===== config.mk =====
export PLATFORM = sky130hd
export DESIGN_NAME = data_mem_ctrl_flat
export DESIGN_NICKNAME = d
export VERILOG_FILES = /design/src/rtl/data_mem_ctrl_if.sv /design/src/rtl/data_mem_ctrl.sv /design/src/flat_wrapper.sv
export SDC_FILE = /design/constraint.sdc
export NUM_CORES = 1
export LEC_CHECK = 0
export BUFFER_PORTS_ARGS = -buffer_cell sky130_fd_sc_hd__buf_4
export CORE_ASPECT_RATIO = 0.5
export CORE_MARGIN = 3
export CORE_UTILIZATION = 34
export CTS_BUF_LIST = sky130_fd_sc_hd__clkbuf_4
export DETAILED_ROUTE_END_ITERATION = 7
export PLACE_DENSITY_LB_ADDON = 0.1
export RECOVER_POWER = 100
export SYNTH_ARGS = -nofsm -noshare
export SYNTH_HDL_FRONTEND = slang
export SYNTH_SLANG_ARGS = --single-unit

===== constraint.sdc =====
create_clock -name Clk -period 2.7 [get_ports Clk]
set_input_delay 0.135 -clock Clk [delete_from_list [all_inputs] [get_ports Clk]]
set_output_delay 0.135 -clock Clk [all_outputs]
set_load 0.005 [all_outputs]

===== src/rtl/data_mem_ctrl_if.sv =====
// Purpose : request/response bundle between the CPU data path and data_mem_ctrl.
// Latency : n/a (wires only); the memory answers reads one edge after acceptance.
// Backpr. : Ready low means requests are ignored; no other throttling.
// Signals : Req/Write/Addr/Byte_En/Data_In (master -> memory),
//           Ready/Data_Out/Rd_Valid/Addr_Err (memory -> master).
interface data_mem_ctrl_if #(
  parameter int DATA_W = 16,
  parameter int ADDR_W = 16
);
  logic                  Req;
  logic                  Write;
  logic [ADDR_W-1:0]     Addr;
  logic [DATA_W/8-1:0]   Byte_En;
  logic [DATA_W-1:0]     Data_In;
  logic                  Ready;
  logic [DATA_W-1:0]     Data_Out;
  logic                  Rd_Valid;
  logic                  Addr_Err;

  modport master (
    output Req, Write, Addr, Byte_En, Data_In,
    input  Ready, Data_Out, Rd_Valid, Addr_Err
  );

  modport slave (
    input  Req, Write, Addr, Byte_En, Data_In,
    output Ready, Data_Out, Rd_Valid, Addr_Err
  );
endinterface


===== src/rtl/data_mem_ctrl.sv =====
// Purpose : parametrised word-addressed data memory with byte enables, range
//           flagging and an optional zeroing sweep after reset.
// Latency : writes land on the accepting edge; reads are valid one edge later.
// Backpr. : Ready=0 during reset and the clear sweep; otherwise one request
//           per cycle with no stalls.
// Ports   : Clk, Rst_n (sync, active-low); bus = data_mem_ctrl_if.slave.
module data_mem_ctrl #(
  parameter int DATA_W     = 16,
  parameter int DEPTH      = 64,
  parameter int ADDR_W     = 16,
  parameter int INIT_CLEAR = 1
) (
  input  logic            Clk,
  input  logic            Rst_n,
  data_mem_ctrl_if.slave  bus
);
  localparam int IDX_W = $clog2(DEPTH);
  localparam int NB    = DATA_W / 8;
  localparam logic [IDX_W-1:0] LAST_IDX = IDX_W'(DEPTH - 1);

  typedef enum logic {S_CLEAR, S_RUN} state_t;

  state_t             state_q, state_d;
  logic [IDX_W-1:0]   cnt_q, cnt_d;
  logic               ready_q, ready_d;
  logic [DATA_W-1:0]  data_out_q, data_out_d;
  logic               rd_valid_q, rd_valid_d;
  logic               addr_err_q, addr_err_d;

  logic [DATA_W-1:0]  mem [DEPTH];

  logic               in_range;
  logic               acc;
  logic [IDX_W-1:0]   idx;
  logic [IDX_W-1:0]   mem_waddr;
  logic [NB-1:0]      mem_wbe;
  logic [DATA_W-1:0]  mem_wdata;

  // Only the bits above the index field decide range; no wrap-around.
  assign in_range = ((bus.Addr >> IDX_W) == '0);
  assign idx      = bus.Addr[IDX_W-1:0];

  // State register
  always_ff @(posedge Clk) begin
    if (!Rst_n) begin
      state_q <= (INIT_CLEAR != 0) ? S_CLEAR : S_RUN;
      cnt_q   <= '0;
    end else begin
      state_q <= state_d;
      cnt_q   <= cnt_d;
    end
  end

  // Next-state logic
  always_comb begin
    state_d = state_q;
    cnt_d   = cnt_q;
    if (state_q == S_CLEAR) begin
      cnt_d = cnt_q + IDX_W'(1);
      if (cnt_q == LAST_IDX) begin
        state_d = S_RUN;
      end
    end
  end

  // Output / datapath control
  always_comb begin
    // Ready is a registered copy of the RUN state, so it lags the FSM by one
    // edge; requests are only honoured once Ready is actually high.
    ready_d    = (state_q == S_RUN);
    acc        = ready_q && (state_q == S_RUN) && bus.Req;
    rd_valid_d = acc && !bus.Write;
    addr_err_d = acc && !in_range;
    data_out_d = data_out_q;
    if (rd_valid_d) begin
      data_out_d = in_range ? mem[idx] : '0;
    end

    mem_waddr = idx;
    mem_wdata = bus.Data_In;
    mem_wbe   = '0;
    if (state_q == S_CLEAR) begin
      mem_waddr = cnt_q;
      mem_wdata = '0;
      mem_wbe   = '1;
    end else if (acc && bus.Write && in_range) begin
      mem_wbe   = bus.Byte_En;
    end
  end

  always_ff @(posedge Clk) begin
    if (!Rst_n) begin
      ready_q    <= 1'b0;
      data_out_q <= '0;
      rd_valid_q <= 1'b0;
      addr_err_q <= 1'b0;
    end else begin
      ready_q    <= ready_d;
      data_out_q <= data_out_d;
      rd_valid_q <= rd_valid_d;
      addr_err_q <= addr_err_d;
    end
  end

  // Array is never reset; a write coinciding with reset is suppressed.
  always_ff @(posedge Clk) begin
    if (Rst_n) begin
      for (int b = 0; b < NB; b++) begin
        if (mem_wbe[b]) begin
          mem[mem_waddr][8*b +: 8] <= mem_wdata[8*b +: 8];
        end
      end
    end
  end

  assign bus.Ready    = ready_q;
  assign bus.Data_Out = data_out_q;
  assign bus.Rd_Valid = rd_valid_q;
  assign bus.Addr_Err = addr_err_q;
endmodule


===== src/flat_wrapper.sv =====
// flat-port wrapper written by rule: the top's interface ports become plain ports
module data_mem_ctrl_flat 
#(
  parameter int DATA_W     = 16,
  parameter int DEPTH      = 64,
  parameter int ADDR_W     = 16,
  parameter int INIT_CLEAR = 1
)
  (Clk, Rst_n, bus_Req, bus_Write, bus_Addr, bus_Byte_En, bus_Data_In, bus_Ready, bus_Data_Out, bus_Rd_Valid, bus_Addr_Err);
  data_mem_ctrl_if #(.DATA_W(DATA_W), .ADDR_W(ADDR_W)) bus_i ();
  input  logic Clk;
  input  logic Rst_n;
  input wire logic [$bits(bus_i.Req)-1:0] bus_Req;
  input wire logic [$bits(bus_i.Write)-1:0] bus_Write;
  input wire logic [$bits(bus_i.Addr)-1:0] bus_Addr;
  input wire logic [$bits(bus_i.Byte_En)-1:0] bus_Byte_En;
  input wire logic [$bits(bus_i.Data_In)-1:0] bus_Data_In;
  output wire logic [$bits(bus_i.Ready)-1:0] bus_Ready;
  output wire logic [$bits(bus_i.Data_Out)-1:0] bus_Data_Out;
  output wire logic [$bits(bus_i.Rd_Valid)-1:0] bus_Rd_Valid;
  output wire logic [$bits(bus_i.Addr_Err)-1:0] bus_Addr_Err;
  assign bus_i.Req = bus_Req;
  assign bus_i.Write = bus_Write;
  assign bus_i.Addr = bus_Addr;
  assign bus_i.Byte_En = bus_Byte_En;
  assign bus_i.Data_In = bus_Data_In;
  assign bus_Ready = bus_i.Ready;
  assign bus_Data_Out = bus_i.Data_Out;
  assign bus_Rd_Valid = bus_i.Rd_Valid;
  assign bus_Addr_Err = bus_i.Addr_Err;
  data_mem_ctrl #(.DATA_W(DATA_W), .DEPTH(DEPTH), .ADDR_W(ADDR_W), .INIT_CLEAR(INIT_CLEAR)) u_core (.Clk(Clk), .Rst_n(Rst_n), .bus(bus_i));
endmodule

Yosys cells after proc, flatten, opt, wreduce, memory -nomap -nowiden --
Memory sizes are Yosys's and may differ from the RTL's. Cells that the tools add are included. Widths: inputs -> output; s select.
Cells by class: equal/unequal tests 1, div/mod/pow operators 0, multiply operators 0, reductions and logical operators 9, muxes and demuxes 13, add/subtract/negate cells 1, bitwise gates (word level) 0, $lt $le $gt $ge 0, shift-type cells 0
Operators by type and width (number):
- $mux 16 | 2
- $logic_not 16->1 | 1
- $mux 1 | 8
- $add 6x1->6 const B | 1
- $eq 6x6->1 const B | 1
- $logic_and 1x1->1 | 6
- $mux 6 | 1
- $mux 2 | 2
- $logic_not 1->1 | 2
Storage, ports and cells: latch bits 0, output and inout bits 19, memory bits (writable) 1024, ROM bits 0, input port bits 38, memories kept 1, bits in registers 26
Memories:
- u_core.mem | depth 64, bits a word 16, rd ports 1, clocked after Yosys merged registers in 0, wr ports 1, line data_mem_ctrl.sv:30 | logic [DATA_W-1:0] mem [DEPTH];

Longest topological paths before layout --
word-level depth 9, gate-level depth with buffers 10

Least setup slack after synthesis --
OpenSTA, ideal clock, no wires.
path type input port to flip-flop, from input bus_Addr[7], to memory u_core.mem[0][10] (enable), buffers on the path 0, path slack 0.486 ns, library setup time 0.370 ns, arrival 1.844 ns, stages 5, data required time 2.330 ns, cell sequence nor4_1 -> nand4_1 -> o31ai_2 -> nand3_1 -> nor2_1
On the way: cells in the longest elaborated chain, start to end 7
RTL lines:
- from (decl) | line flat_wrapper.sv:15 | input wire logic [$bits(bus_i.Addr)-1:0] bus_Addr;
- $logic_not 16->1 | line data_mem_ctrl.sv:40 | assign in_range = ((bus.Addr >> IDX_W) == '0);
- $logic_and 1x1->1 | line data_mem_ctrl.sv:86 | end else if (acc && bus.Write && in_range) begin
- $mux 2 | line data_mem_ctrl.sv:86
- $mux 2 | line data_mem_ctrl.sv:82 | if (state_q == S_CLEAR) begin
- $mux 1 | line data_mem_ctrl.sv:109 | if (mem_wbe[b]) begin
- $mux 1 | line data_mem_ctrl.sv:107 | if (Rst_n) begin
- $mux 1 (implied by the code) | line data_mem_ctrl.sv:110 | mem[mem_waddr][8*b +: 8] <= mem_wdata[8*b +: 8];
- to (decl) | line data_mem_ctrl.sv:30
No other way between the ends.

Worst setup path in the final report --
from input bus_Addr[10], to memory u_core.mem[52][4] (enable)
Same word-level chain as after synthesis.

==> results.toml <==
[worst_setup_path]
reg2reg_slack_ns = 0.13
worstReg2RegEnd = "u_core.mem[28][2]"
required_ns = 3.59
startpoint = "bus_Addr[10]"
path_max_fanout = 8
worstSetupStartpointType = "input pin"
reg2reg_from = "u_core.ready_d"
worstRegToRegCells = 3
end_kind = "flip-flop"
critical_path_arrival_ns = 3.61
path_class = "input pin to flip-flop"

[sta]
period_share = 1.01
max_freq_mhz = 367
tns_ns = -0.364
rsz0062_at_grt = "no"
fin_ws_ns = -0.0230
tightest_slew_ns = 1.57
maxSlewHeadroom = -0.0482
clock_skew_ns = 0.0536
holdWs_ns = 0.178
hold_violations = 0
drv_slew = 426
fin_crit_ns = 2.72
finalSetupViolations = 48

[clock_network]
insertion_delay_ns = 1.20
h-tree-depth = 4
cts.sink_count = 1050
clockBufferDepth = 3
numCtsBuffers = 238
cts_tree = "yes"
clkSlewWorstSetupHoldPaths_ns = 0.08
postCtsSetupBuffers = 0
cts_root_buffer = "clkbuf_4"

[grt]
grt_start_max_net_pins = 65
grt_pass1_vias = 23300
antenna_found_initial = 5
grtUsageTotal = 0.199
grt_first_pass_wirelength_um = 177000
grt-ovfl-total = 0

[synthesis]
yosys-top-cells-area = "edfxtp_1 (75%), mux4_2 (9.3%), mux2i_1 (4.0%)"
ys_ff_latch = 1050
synth_nets = 2137
synth_edf_count = 1024
ys_warn_count = 0
synth_area_per_cell_um2 = 19.6
ys_seq_area_frac = 0.761
ys_types = 63
syn_inst = 2098
synth-main-ff-cell = "edfxtp_1"
synth_top_area_cell = "edfxtp_1"
netlist_area_mm2 = 0.0411
async_reset_ff_frac = 0
synth_top_area_frac = 0.748

[place]
port-buffer-count = 56
place_congestion = 0.804
placed_cells = 3958
hpwl_um = 81300

[die]
die_x_um = 498
placeableCoreArea_mm2 = 0.119
start_util = 0.346
die-area_mm2 = 0.125
die_h_um = 252
io_pins = 57
row_count = 89

[pwr]
p_leak_uw = 0.0158
power_frac_seq = 0.550
ir_worst_vdd_mv = 0.344
p_clk_frac = 0.409
powerDensity_mw_per_mm2 = 656
p_sw_uw = 7210
intPower_uw = 24900
netSwitchingFraction = 0.225
power_uw = 32100
p_comb_frac = 0.040

[hold_path]
min_path_cells = 6
hold_end = "u_core.bus.Data_Out[8]"
min_path_type = "input pin to flip-flop"
hp-start = "bus_Addr[3]"

[route]
wl_um = 125000
drc_errors = 0
vias = 22900
ant_nets = 0
drt_iter0_drc = 2092
wire_per_inst_um = 28.0
viasPerCell = 5.14
first_pass_iters = 5

[run_status]
run_status = "finished with violations"
violations = "capacitance limit, slew limit, setup timing"

[job]
max_cap_viol_count = 5

[layout]
mostFrequentLayoutCells = "edfxtp_1 (1024), clkbuf_4 (403), buf_4 (203)"
drive_above_1_share = 0.337
mostFrequentLayoutCell = "edfxtp_1"
stdcell_count = 4458
n_fill_cell = 10900
area_growth_pct = 19.1
nNetsFinal = 2691
power by group through the flow:
stage          logic [uW]  registers (uW)  clock network [uW]
4_1_cts              1310           17700               13600
5_1_grt              1360           17700               14500
2_1_floorplan         679           18000                   0
6_report             1300           17700               13100
3_3_place_gp         1270           18000                   0
3_5_place_dp         1260           18000                   0
routing by layer:
layer | track usage | up-vias | part of all wire | routed length, um
met5 | 0 | - | 0 | 0
met4 | 0.0600 | 0 | 0.018 | 2260
met3 | 0.0381 | 165 | 0.064 | 8030
met2 | 0.295 | 791 | 0.44 | 55200
met1 | 0.298 | 12000 | 0.47 | 59200
li1 | - | 9917 | - | -
Yosys cell counts, types with 6 or more instances:
| library cell | instances |
|---|---|
| a211oi_1 | 12 |
| buf_4 | 24 |
| nand2_1 | 73 |
| inv_1 | 7 |
| o22ai_1 | 12 |
| edfxtp_1 | 1024 |
| buf_6 | 13 |
| a2bb2oi_1 | 7 |
| mux4_1 | 8 |
| mux2i_1 | 163 |
| a21oi_1 | 9 |
| mux2_2 | 7 |
| dfxtp_1 | 26 |
| a22o_1 | 10 |
| buf_2 | 33 |
| nand3_1 | 60 |
| nor2b_1 | 14 |
| o22a_1 | 18 |
| nor2_1 | 157 |
| mux4_2 | 170 |
| a22oi_1 | 64 |
| and2_1 | 21 |
| o21ai_0 | 6 |
| clkbuf_1 | 33 |
| nand4_1 | 31 |
| or4_1 | 9 |
sequential cells by signal, summed over array words and instances (netlist names):
register / cells
u_core.bus.Addr_Err: 1
u_core.bus.Data_Out: 16
u_core.ready_d: 1
u_core.cnt_q: 6
u_core.bus.Ready: 1
u_core.mem: 1024
u_core.bus.Rd_Valid: 1
worst max path at each step:
stage | end | cells after the start
final | u_core.mem[52][4] | 13
after global routing | u_core.mem[56][1] | 13
after CTS | u_core.bus.Data_Out[5] | 8
after detailed placement | u_core.mem[34][2] | 10
after global placement | u_core.mem[60][9] | 10
after floorplan | u_core.mem[0][10] | 5
repair_timing:
item / 4_1_cts / 5_1_grt
hold buffers: 47 / 0
hold endpoints to repair: 2031 / 0
setup endpoints to repair: 0 / 3
gates resized for setup: 0 / 2
metrics by stage:
| stage | utilization | worst slack, ns | cell area (um^2) |
|---|---|---|---|
| after global routing | 0.411 | 0.0150 | 48900 |
| final | 0.412 | -0.0230 | 48900 |
| after CTS | 0.416 | 0.0234 | 49400 |
| after global placement | 0.385 | 0.162 | 45800 |
| after detailed placement | 0.385 | 0.192 | 45800 |
| after floorplan | - | 0.486 | 41100 |
cell families after synthesis:
group           after synthesis  share of synthesized area
buf+inv                     120                     0.0184
xor+xnor                      3                   0.000639
simple gates                413                     0.0495
flops                      1050                      0.761
fa+ha+maj                     1                   0.000304
mux                         348                      0.140
compound gates              163                     0.0305
area by class of cell:
cell class | instances | area (um^2) | area share
Clock buffer | 378 | 2840 | 0.0580
Sequential cell | 1050 | 31300 | 0.639
Multi-Input combinational cell | 928 | 9170 | 0.187
Tap cell | 1592 | 1990 | 0.0407
Clock inverter | 68 | 390 | 0.00798
Inverter | 8 | 30.0 | 0.000614
Timing Repair Buffer | 426 | 3240 | 0.0661
Antenna cell | 8 | 20.0 | 0.000409
worst max-delay path, cell delays in order:
cell and delay [ns]:
dlygate4sd3_1 0.53, clkbuf_4 0.13, nor2_1 0.09, dlygate4sd3_1 0.59, nand4_1 0.08, dlygate4sd3_1 0.58
buf_4 0.16, o31ai_2 0.26, buf_4 0.21, nand3_1 0.10, clkbuf_2 0.28, nor2_1 0.27
buf_4 0.20
Note: power is estimated with default switching activity, not from simulation.
